--- src/rtl/alu_arbiter_if.sv ---
// Requester-side handshake bundle for alu_arbiter: two packed request lanes
// plus a shared response bus with one valid bit per requester.
interface alu_arbiter_if #(
    parameter int Nsize = 3
);
    logic [1:0]         req_valid;
    logic [1:0]         req_ready;
    logic [2*Nsize-1:0] req_a;
    logic [2*Nsize-1:0] req_b;
    logic [5:0]         req_aop;
    logic [1:0]         resp_valid;
    logic [1:0]         resp_ready;
    logic [Nsize-1:0]   resp_result;
    logic               resp_err;

    modport master (
        output req_valid, req_a, req_b, req_aop, resp_ready,
        input  req_ready, resp_valid, resp_result, resp_err
    );

    modport slave (
        input  req_valid, req_a, req_b, req_aop, resp_ready,
        output req_ready, resp_valid, resp_result, resp_err
    );
endinterface

--- src/rtl/alu_arbiter.sv ---
// Round-robin arbiter sharing one combinational ALU between two requesters;
// operands are registered before the ALU and the result is registered after it.
module alu_arbiter #(
    parameter int Nsize = 3
) (
    input  logic             clk,
    input  logic             rst_n,
    alu_arbiter_if.slave     bus,
    output logic [Nsize-1:0] alu_a,
    output logic [Nsize-1:0] alu_b,
    output logic [2:0]       alu_aop,
    input  logic [Nsize-1:0] alu_result
);

    typedef enum logic [1:0] {
        S_IDLE = 2'd0,
        S_EXEC = 2'd1,
        S_RESP = 2'd2
    } state_t;

    state_t           state_q;
    logic             last_grant_q;
    logic             owner_q;
    logic [Nsize-1:0] alu_a_q;
    logic [Nsize-1:0] alu_b_q;
    logic [2:0]       alu_aop_q;
    logic [1:0]       resp_valid_q;
    logic [Nsize-1:0] resp_result_q;
    logic             resp_err_q;

    logic             grant_valid_s;
    logic             grant_idx_s;
    logic [1:0]       req_ready_s;
    logic [Nsize-1:0] sel_a_s;
    logic [Nsize-1:0] sel_b_s;
    logic [2:0]       sel_aop_s;

    // Grant decision and operand selection; only IDLE may accept a request.
    always_comb begin
        grant_valid_s = 1'b0;
        grant_idx_s   = 1'b0;
        req_ready_s   = 2'b00;
        if (state_q == S_IDLE) begin
            case (bus.req_valid)
                2'b01: begin
                    grant_valid_s = 1'b1;
                    grant_idx_s   = 1'b0;
                end
                2'b10: begin
                    grant_valid_s = 1'b1;
                    grant_idx_s   = 1'b1;
                end
                2'b11: begin
                    grant_valid_s = 1'b1;
                    grant_idx_s   = ~last_grant_q;
                end
                default: begin
                    grant_valid_s = 1'b0;
                    grant_idx_s   = 1'b0;
                end
            endcase
            if (grant_valid_s) begin
                req_ready_s = grant_idx_s ? 2'b10 : 2'b01;
            end else begin
                req_ready_s = 2'b00;
            end
        end else begin
            req_ready_s = 2'b00;
        end
        sel_a_s   = grant_idx_s ? bus.req_a[Nsize +: Nsize] : bus.req_a[0 +: Nsize];
        sel_b_s   = grant_idx_s ? bus.req_b[Nsize +: Nsize] : bus.req_b[0 +: Nsize];
        sel_aop_s = grant_idx_s ? bus.req_aop[3 +: 3] : bus.req_aop[0 +: 3];
    end

    // Request/execute/respond sequencing with all outputs held in registers.
    always_ff @(posedge clk or negedge rst_n) begin
        if (!rst_n) begin
            state_q       <= S_IDLE;
            last_grant_q  <= 1'b1;
            owner_q       <= 1'b0;
            alu_a_q       <= {Nsize{1'b0}};
            alu_b_q       <= {Nsize{1'b0}};
            alu_aop_q     <= 3'b000;
            resp_valid_q  <= 2'b00;
            resp_result_q <= {Nsize{1'b0}};
            resp_err_q    <= 1'b0;
        end else begin
            case (state_q)
                S_IDLE: begin
                    if (grant_valid_s) begin
                        alu_a_q      <= sel_a_s;
                        alu_b_q      <= sel_b_s;
                        alu_aop_q    <= sel_aop_s;
                        owner_q      <= grant_idx_s;
                        last_grant_q <= grant_idx_s;
                        state_q      <= S_EXEC;
                    end else begin
                        state_q      <= S_IDLE;
                    end
                end
                S_EXEC: begin
                    // Reserved opcode is flagged and its ALU output discarded.
                    if (alu_aop_q == 3'b111) begin
                        resp_result_q <= {Nsize{1'b0}};
                        resp_err_q    <= 1'b1;
                    end else begin
                        resp_result_q <= alu_result;
                        resp_err_q    <= 1'b0;
                    end
                    resp_valid_q <= owner_q ? 2'b10 : 2'b01;
                    state_q      <= S_RESP;
                end
                S_RESP: begin
                    if (bus.resp_ready[owner_q]) begin
                        resp_valid_q <= 2'b00;
                        state_q      <= S_IDLE;
                    end else begin
                        state_q      <= S_RESP;
                    end
                end
                default: begin
                    resp_valid_q <= 2'b00;
                    state_q      <= S_IDLE;
                end
            endcase
        end
    end

    assign bus.req_ready   = rst_n ? req_ready_s : 2'b00;
    assign bus.resp_valid  = resp_valid_q;
    assign bus.resp_result = resp_result_q;
    assign bus.resp_err    = resp_err_q;
    assign alu_a           = alu_a_q;
    assign alu_b           = alu_b_q;
    assign alu_aop         = alu_aop_q;

endmodule

--- src/flat_wrapper.sv ---
// flat-port wrapper written by rule: the top's interface ports become plain ports
module alu_arbiter_flat 
#(
    parameter int Nsize = 3
)
  (clk, rst_n, alu_a, alu_b, alu_aop, alu_result, bus_req_valid, bus_req_a, bus_req_b, bus_req_aop, bus_resp_ready, bus_req_ready, bus_resp_valid, bus_resp_result, bus_resp_err);
  alu_arbiter_if #(.Nsize(Nsize)) bus_i ();
  input  logic clk;
  input  logic rst_n;
  output logic [Nsize-1:0] alu_a;
  output logic [Nsize-1:0] alu_b;
  output logic [2:0] alu_aop;
  input  logic [Nsize-1:0] alu_result;
  input wire logic [$bits(bus_i.req_valid)-1:0] bus_req_valid;
  input wire logic [$bits(bus_i.req_a)-1:0] bus_req_a;
  input wire logic [$bits(bus_i.req_b)-1:0] bus_req_b;
  input wire logic [$bits(bus_i.req_aop)-1:0] bus_req_aop;
  input wire logic [$bits(bus_i.resp_ready)-1:0] bus_resp_ready;
  output wire logic [$bits(bus_i.req_ready)-1:0] bus_req_ready;
  output wire logic [$bits(bus_i.resp_valid)-1:0] bus_resp_valid;
  output wire logic [$bits(bus_i.resp_result)-1:0] bus_resp_result;
  output wire logic [$bits(bus_i.resp_err)-1:0] bus_resp_err;
  assign bus_i.req_valid = bus_req_valid;
  assign bus_i.req_a = bus_req_a;
  assign bus_i.req_b = bus_req_b;
  assign bus_i.req_aop = bus_req_aop;
  assign bus_i.resp_ready = bus_resp_ready;
  assign bus_req_ready = bus_i.req_ready;
  assign bus_resp_valid = bus_i.resp_valid;
  assign bus_resp_result = bus_i.resp_result;
  assign bus_resp_err = bus_i.resp_err;
  alu_arbiter #(.Nsize(Nsize)) u_core (.clk(clk), .rst_n(rst_n), .bus(bus_i), .alu_a(alu_a), .alu_b(alu_b), .alu_aop(alu_aop), .alu_result(alu_result));
endmodule
--- config.mk ---
export PLATFORM = sky130hd
export DESIGN_NAME = alu_arbiter_flat
export DESIGN_NICKNAME = d
export VERILOG_FILES = /design/src/rtl/alu_arbiter_if.sv /design/src/rtl/alu_arbiter.sv /design/src/flat_wrapper.sv
export SDC_FILE = /design/constraint.sdc
export NUM_CORES = 1
export LEC_CHECK = 0
export ABC_AREA = 1
export CAP_MARGIN = 20
export CORE_UTILIZATION = 31
export CTS_CLUSTER_DIAMETER = 80
export DETAILED_ROUTE_END_ITERATION = 12
export HOLD_SLACK_MARGIN = 0.05
export PLACE_DENSITY = 0.66
export SLEW_MARGIN = 20
export SYNTH_ARGS = -nofsm -noshare
export SYNTH_HDL_FRONTEND = slang
export SYNTH_SLANG_ARGS = --single-unit
export TNS_END_PERCENT = 50
--- constraint.sdc ---
create_clock -name clk -period 1.19 [get_ports clk]
set_input_delay 0.357 -clock clk [delete_from_list [all_inputs] [get_ports clk]]
set_output_delay 0.357 -clock clk [all_outputs]
set_load 0.01 [all_outputs]
# Yosys cells after proc, flatten, opt, wreduce, memory -nomap -nowiden
# Cells that the tools add are included.
[word_totals]
reg_bits = 19
input_bits = 27
wordCells = 46
[classes]
order_cmp = 1
eq_ne = 7
muxes = 23
bitwise_logic = 2
n_reduce_logical = 4
[ops]
columns = ["operator", "count"]
rows = [
  ["$mux 2", 7],
  ["$mux 3", 4],
  ["$pmux 2 s3", 2],
  ["$mux 1", 9],
  ["$eq 2x2->1 const B", 3],
  ["$eq 2x1->1 const B", 2],
  ["$reduce_and 2->1", 2],
  ["$eq 3x3->1 const B", 1],
  ["$reduce_or 3->1", 1],
  ["$logic_not 2->1", 1],
  ["$lt 1x2->1 const B", 1],
  ["$ne 2x1->1 const B", 1],
  ["$not 1->1", 2],
  ["$pmux 1 s2", 1],
]

# Depth between registers and ports, before layout
[logic_depth]
word_depth = 7
ltp_mapped = 7

# Worst setup path after synthesis
# Ideal clock, no wire load.
[synth_path]
kind = "register to output"
startpoint = "register u_core.state_q[1]"
endpoint = "output port bus_req_ready[1]"
arrival_time_ns = 1.007
required_ns = 0.833
path_slack_ns = -0.174
path_stages_with_launch = 6
n_path_buf = 2
cell_sequence = "dfrtp_1 -> nor2_2 -> buf_6 -> nand3_4 -> buf_6 -> nor2_1"
[synth_between]
elab_chain_len = 3
[synth_lines]
columns = ["element", "line", "text"]
rows = [
  ["from (decl)", "alu_arbiter.sv:21", "state_t state_q;"],
  ["from (signal assigned)", "alu_arbiter.sv:78", "state_q <= S_IDLE;"],
  ["from (signal assigned)", "alu_arbiter.sv:96", "state_q <= S_EXEC;"],
  ["from (signal assigned)", "alu_arbiter.sv:98", "state_q <= S_IDLE;"],
  ["$logic_not 2->1", "alu_arbiter.sv:43", "if (state_q == S_IDLE) begin"],
  ["$mux 2", "alu_arbiter.sv:43", ""],
  ["$mux 2", "alu_arbiter.sv:129", "assign bus.req_ready = rst_n ? req_ready_s : 2'b00;"],
  ["to (decl)", "flat_wrapper.sv:19", "output wire logic [$bits(bus_i.req_ready)-1:0] bus_req_ready;"],
]
# No other way between the ends.

# Worst setup path after layout
[layout_path]
startpoint = "register u_core.state_q[0]"
endpoint = "output port bus_req_ready[0]"
# The elaborated chain is that of the path after synthesis.

==> flow_results.org <==
** STA
- Unrepaired setup endpoints after global routing :: yes
- Setup violations remaining at the end of the flow were counted as 18.
- Min Clock Period, post-route :: 1.54 ns
- In the final timing run, aggregate negative setup slack is -1.68 ns.
- Final Slew Violations :: 0
- Once routing completed, OpenROAD measured the worst setup slack at -0.348 ns.
- Period Utilization, post-route :: 1.29
- Post-Route Skew :: 0.0167 ns
- Max-slew headroom :: 0.855
- Peak Freq :: 650 MHz
- The total count of hold-check failures in the final report came to 0.
- For the pin with the worst max-slew slack, the measured transition is 0.218 ns.

** Global routing
- After global routing the overflow that remains totals 0.
- In the global route stage, overall resource usage came out at 0.172.
- Largest net degree at the start of global routing :: 12
- Number of antenna violations at the first check in global routing :: 0
- The via count of the first global-routing pass came to 1066.
- The first global-routing pass estimated 4460 um of wire.

** Pwr
- Power Total :: 3.63 mW
- Cell area power density :: 2230 nW/um2
- Maximum ir drop on the vdd rail :: 0.000966 V
- For this design the static power due to leakage is 0.909 nW.

** Routing
- In this run, the number of DRC markers left after iteration 0 of detailed routing was 17.
- Vias :: 1059
- Number of routed nets with antenna violations :: 0
- Routed wire length per instance :: 10.6 um
- After detailed routing, the number of vias per cell comes to 4.32.
- Final routed wirelength across all metal layers :: 2610 um
- Number of remaining DRC errors :: 0
- The pre-antenna-repair detailed-routing pass consisted of 4 iterations.

** CTS
- The clock passes through at most 2 buffers.
- At the later pin of the worst-skew pair, clock insertion delay measures 0.30 ns.
- Clock slew at reported path FFs :: 0.12 ns
- TritonCTS built the clock tree.
- CTS placed an instance of clkbuf_4 at the clock tree root.
- In this run the number of H-tree levels came out at 1.
- Sink count of the clock tree :: 19
- Number of buffers inserted during clock tree synthesis :: 3

** Setup path
- On the worst path, the slowest cell contributes a delay of 0.44 ns.
- Data on the critical path arrives at its endpoint at 1.18 ns.
- Required time at the endpoint of the critical path :: 0.83 ns
- The worst setup path is captured at a primary output.
- Number of buffers and inverters on the critical path :: 2
- Critical path fanouts, max :: 3
- Gate family responsible for the most delay along the worst path :: flip-flops
- In this run the number of cells on the critical path is 4.
- The signal on the critical path passes through inv_2 > nand2_2 > nor3_2 > buf_2.
- The worst setup path is launched from a flip-flop.
- Counting cells, the worst reg-to-reg path comes to 7.
- The largest individual stage delay along the critical path comes from the cell dfrtp_1.
- Startpoint-to-endpoint class of the critical path :: reg -> out

** Final layout
- Once layout is complete, the utilization of the core stands at 0.536.
- Count of nets after finishing :: 229
- The count of cells in the finished layout, fillers not included, comes to 245.
- The number of antenna diodes in the final layout is 0.
- Fill cell instance count of the final layout :: 307
- P&R area growth vs syn :: 64.6%
- Of the cells placed in the final design, the portion with a size suffix greater than 1 is 0.303.

** Yosys
- Of the total synthesized cell area, the portion taken by AND, OR, NAND and NOR gates is 0.358.
- Number of different library cells in the post-synthesis netlist :: 15
- For this run, the number of Yosys warnings is 0.
- Sequential fraction of the synthesis area :: 0.484
- Multiplexer fraction of the synthesized cell area :: 0
- The cell area that synthesis handed to floorplanning was 986 um2.
- Synthesized net count :: 160
- Cell type with the highest aggregate area in the netlist :: dfrtp_1
- Sorting the synthesized cells by area gives the leading types as dfrtp_1 (46%), nand2_1 (19%), inv_1 (10%).
- By area, the combinational part of the netlist is dominated by simple AND/OR/NAND/NOR gates.
- Flops & latches, synth :: 19
- Adder and majority gate portion of the synthesized area :: 0
- After synthesis, the mean cell area works out to 7.41 um2.
- The share of synthesized area in the top cell type comes to 0.457.
- Fraction of the mapped netlist area in compound gates :: 0.0152
- Of the total synthesized cell area, the portion taken by XOR and XNOR cells is 0.
- Synthesized netlist cell count :: 133

** Placed design
- Detailed placement ended at an HPWL of 1900 um.
- Port buffering added 43 buffers.
- At the end of routability-driven placement, the weighted congestion stood at 0.769.
- Prior to clock tree synthesis, the placed netlist has a worst setup slack of -0.933 ns.
- Total placed cells including tap cells :: 232

** Die
- The die covers 3410 um2.
- Starting density of the core :: 0.326
- The core region is 3030 um2.
- Width of the chip :: 58.4 um
- The floorplan has 20 rows.
- From bottom edge to top edge, the die measures 58.4 um.
- Number of top-level pins :: 44

** Run
- Max-cap violations in this run came to 0.

** Run status
- The run finished, with violations left.
- The checks that failed: negative setup slack.

** Hold path
- HP Class :: in -> async
metal layers:
| layer | vias to the layer above | wire length (um) | global-route usage | part of all wire |
|---|---|---|---|---|
| met5 | - | 0 | 0 | 0 |
| met2 | 39 | 1240 | 0.314 | 0.48 |
| met1 | 475 | 1210 | 0.203 | 0.46 |
| li1 | 543 | - | - | - |
| met3 | 2 | 146 | 0.0286 | 0.056 |
| met4 | 0 | 13 | 0.0578 | 0.0050 |
power by group:
group          internal [mW]  switching [mW]
logic                   1.06            1.05
registers              0.977           0.205
clock network          0.130           0.197
path summary, 6_finish.rpt:
check	startpoint	slack, ns	to
max	u_core.state_q[0]	-0.35	bus_req_ready[0]
min	rst_n	0.19	u_core.bus.resp_result[2]
max reg2reg	u_core.state_q[1]	-0.11	u_core.alu_b[1]
min reg2reg	u_core.bus.resp_valid[0]	0.47	u_core.bus.resp_valid[0]
max in group asynchronous	rst_n	0.75	u_core.last_grant_q
min in group clk	u_core.bus.resp_valid[0]	0.47	u_core.bus.resp_valid[0]
layout by cell type (no fill, tap or decap), types with 2 or more instances in the layout:
| cell | netlist | routed |
|---|---|---|
| clkdlybuf4s50_1 | 0 | 23 |
| nand2_1 | 50 | 49 |
| nand2_2 | 1 | 2 |
| nor2_4 | 0 | 2 |
| nor2_1 | 5 | 3 |
| buf_4 | 1 | 22 |
| inv_2 | 0 | 3 |
| o21ai_2 | 0 | 2 |
| nand3_1 | 11 | 11 |
| dlygate4sd2_1 | 0 | 3 |
| buf_2 | 2 | 16 |
| buf_6 | 2 | 4 |
| dfrtp_1 | 18 | 17 |
| nand4_1 | 9 | 9 |
| inv_1 | 27 | 23 |
| clkbuf_4 | 0 | 3 |
cells in the mapped netlist:
cell     instances
nand2_1         50
inv_1           27
dfrtp_1         18
nand3_1         11
nand4_1          9
nor2_1           5
o21ai_0          3
buf_2            2
buf_6            2
buf_4            1
dfstp_2          1
nand2_2          1
nand3_4          1
nor2_2           1
nor3_1           1
cell type report:
cell class                      count  area [um2]  area share
Clock buffer                        4        26.3      0.0162
Inverter                           27         104      0.0640
Multi-Input combinational cell     82         398       0.245
Sequential cell                    19         478       0.295
Tap cell                           44        55.1      0.0339
Timing Repair Buffer               69         562       0.346
logic make-up (layout without fill, tap and decap cells):
kind of cell,Yosys count,after routing
AOI/OAI and AO/OA,3,3
buffers and inverters,32,100
DFF,19,19
and+or+nand+nor,79,79
stage by stage:
stage          hold slack [ns]  area (um2)
6_report                 0.187        1620
5_1_grt                  0.207        1620
4_1_cts                  0.186        1590
3_5_place_dp             0.458        1570
3_3_place_gp             0.457        1570
2_1_floorplan           0.0614         993
state kept, by name, indices dropped and copies added (netlist names):
| name | flops |
|---|---|
| u_core.alu_a | 3 |
| u_core.alu_aop | 3 |
| u_core.alu_b | 3 |
| u_core.bus.resp_err | 1 |
| u_core.bus.resp_result | 3 |
| u_core.bus.resp_valid | 2 |
| u_core.last_grant_q | 1 |
| u_core.owner_q | 1 |
| u_core.state_q | 2 |
worst reg2reg max path, delay by kind of cell, from the launching register on:
kind | cells | cell delay [ns]
flops | 1 | 0.45
buf+inv | 3 | 0.40
simple gates | 3 | 0.26
compound gates | 1 | 0.09
what timing repair did:
item | 4_1_cts | 5_1_grt
hold buffers | 0 | 0
buffers inserted | 6 | 4
pin swaps | 5 | 2
setup endpoints to repair | 29 | 32
resized for setup | 84 | 9
(Power assumes the default switching activity.)
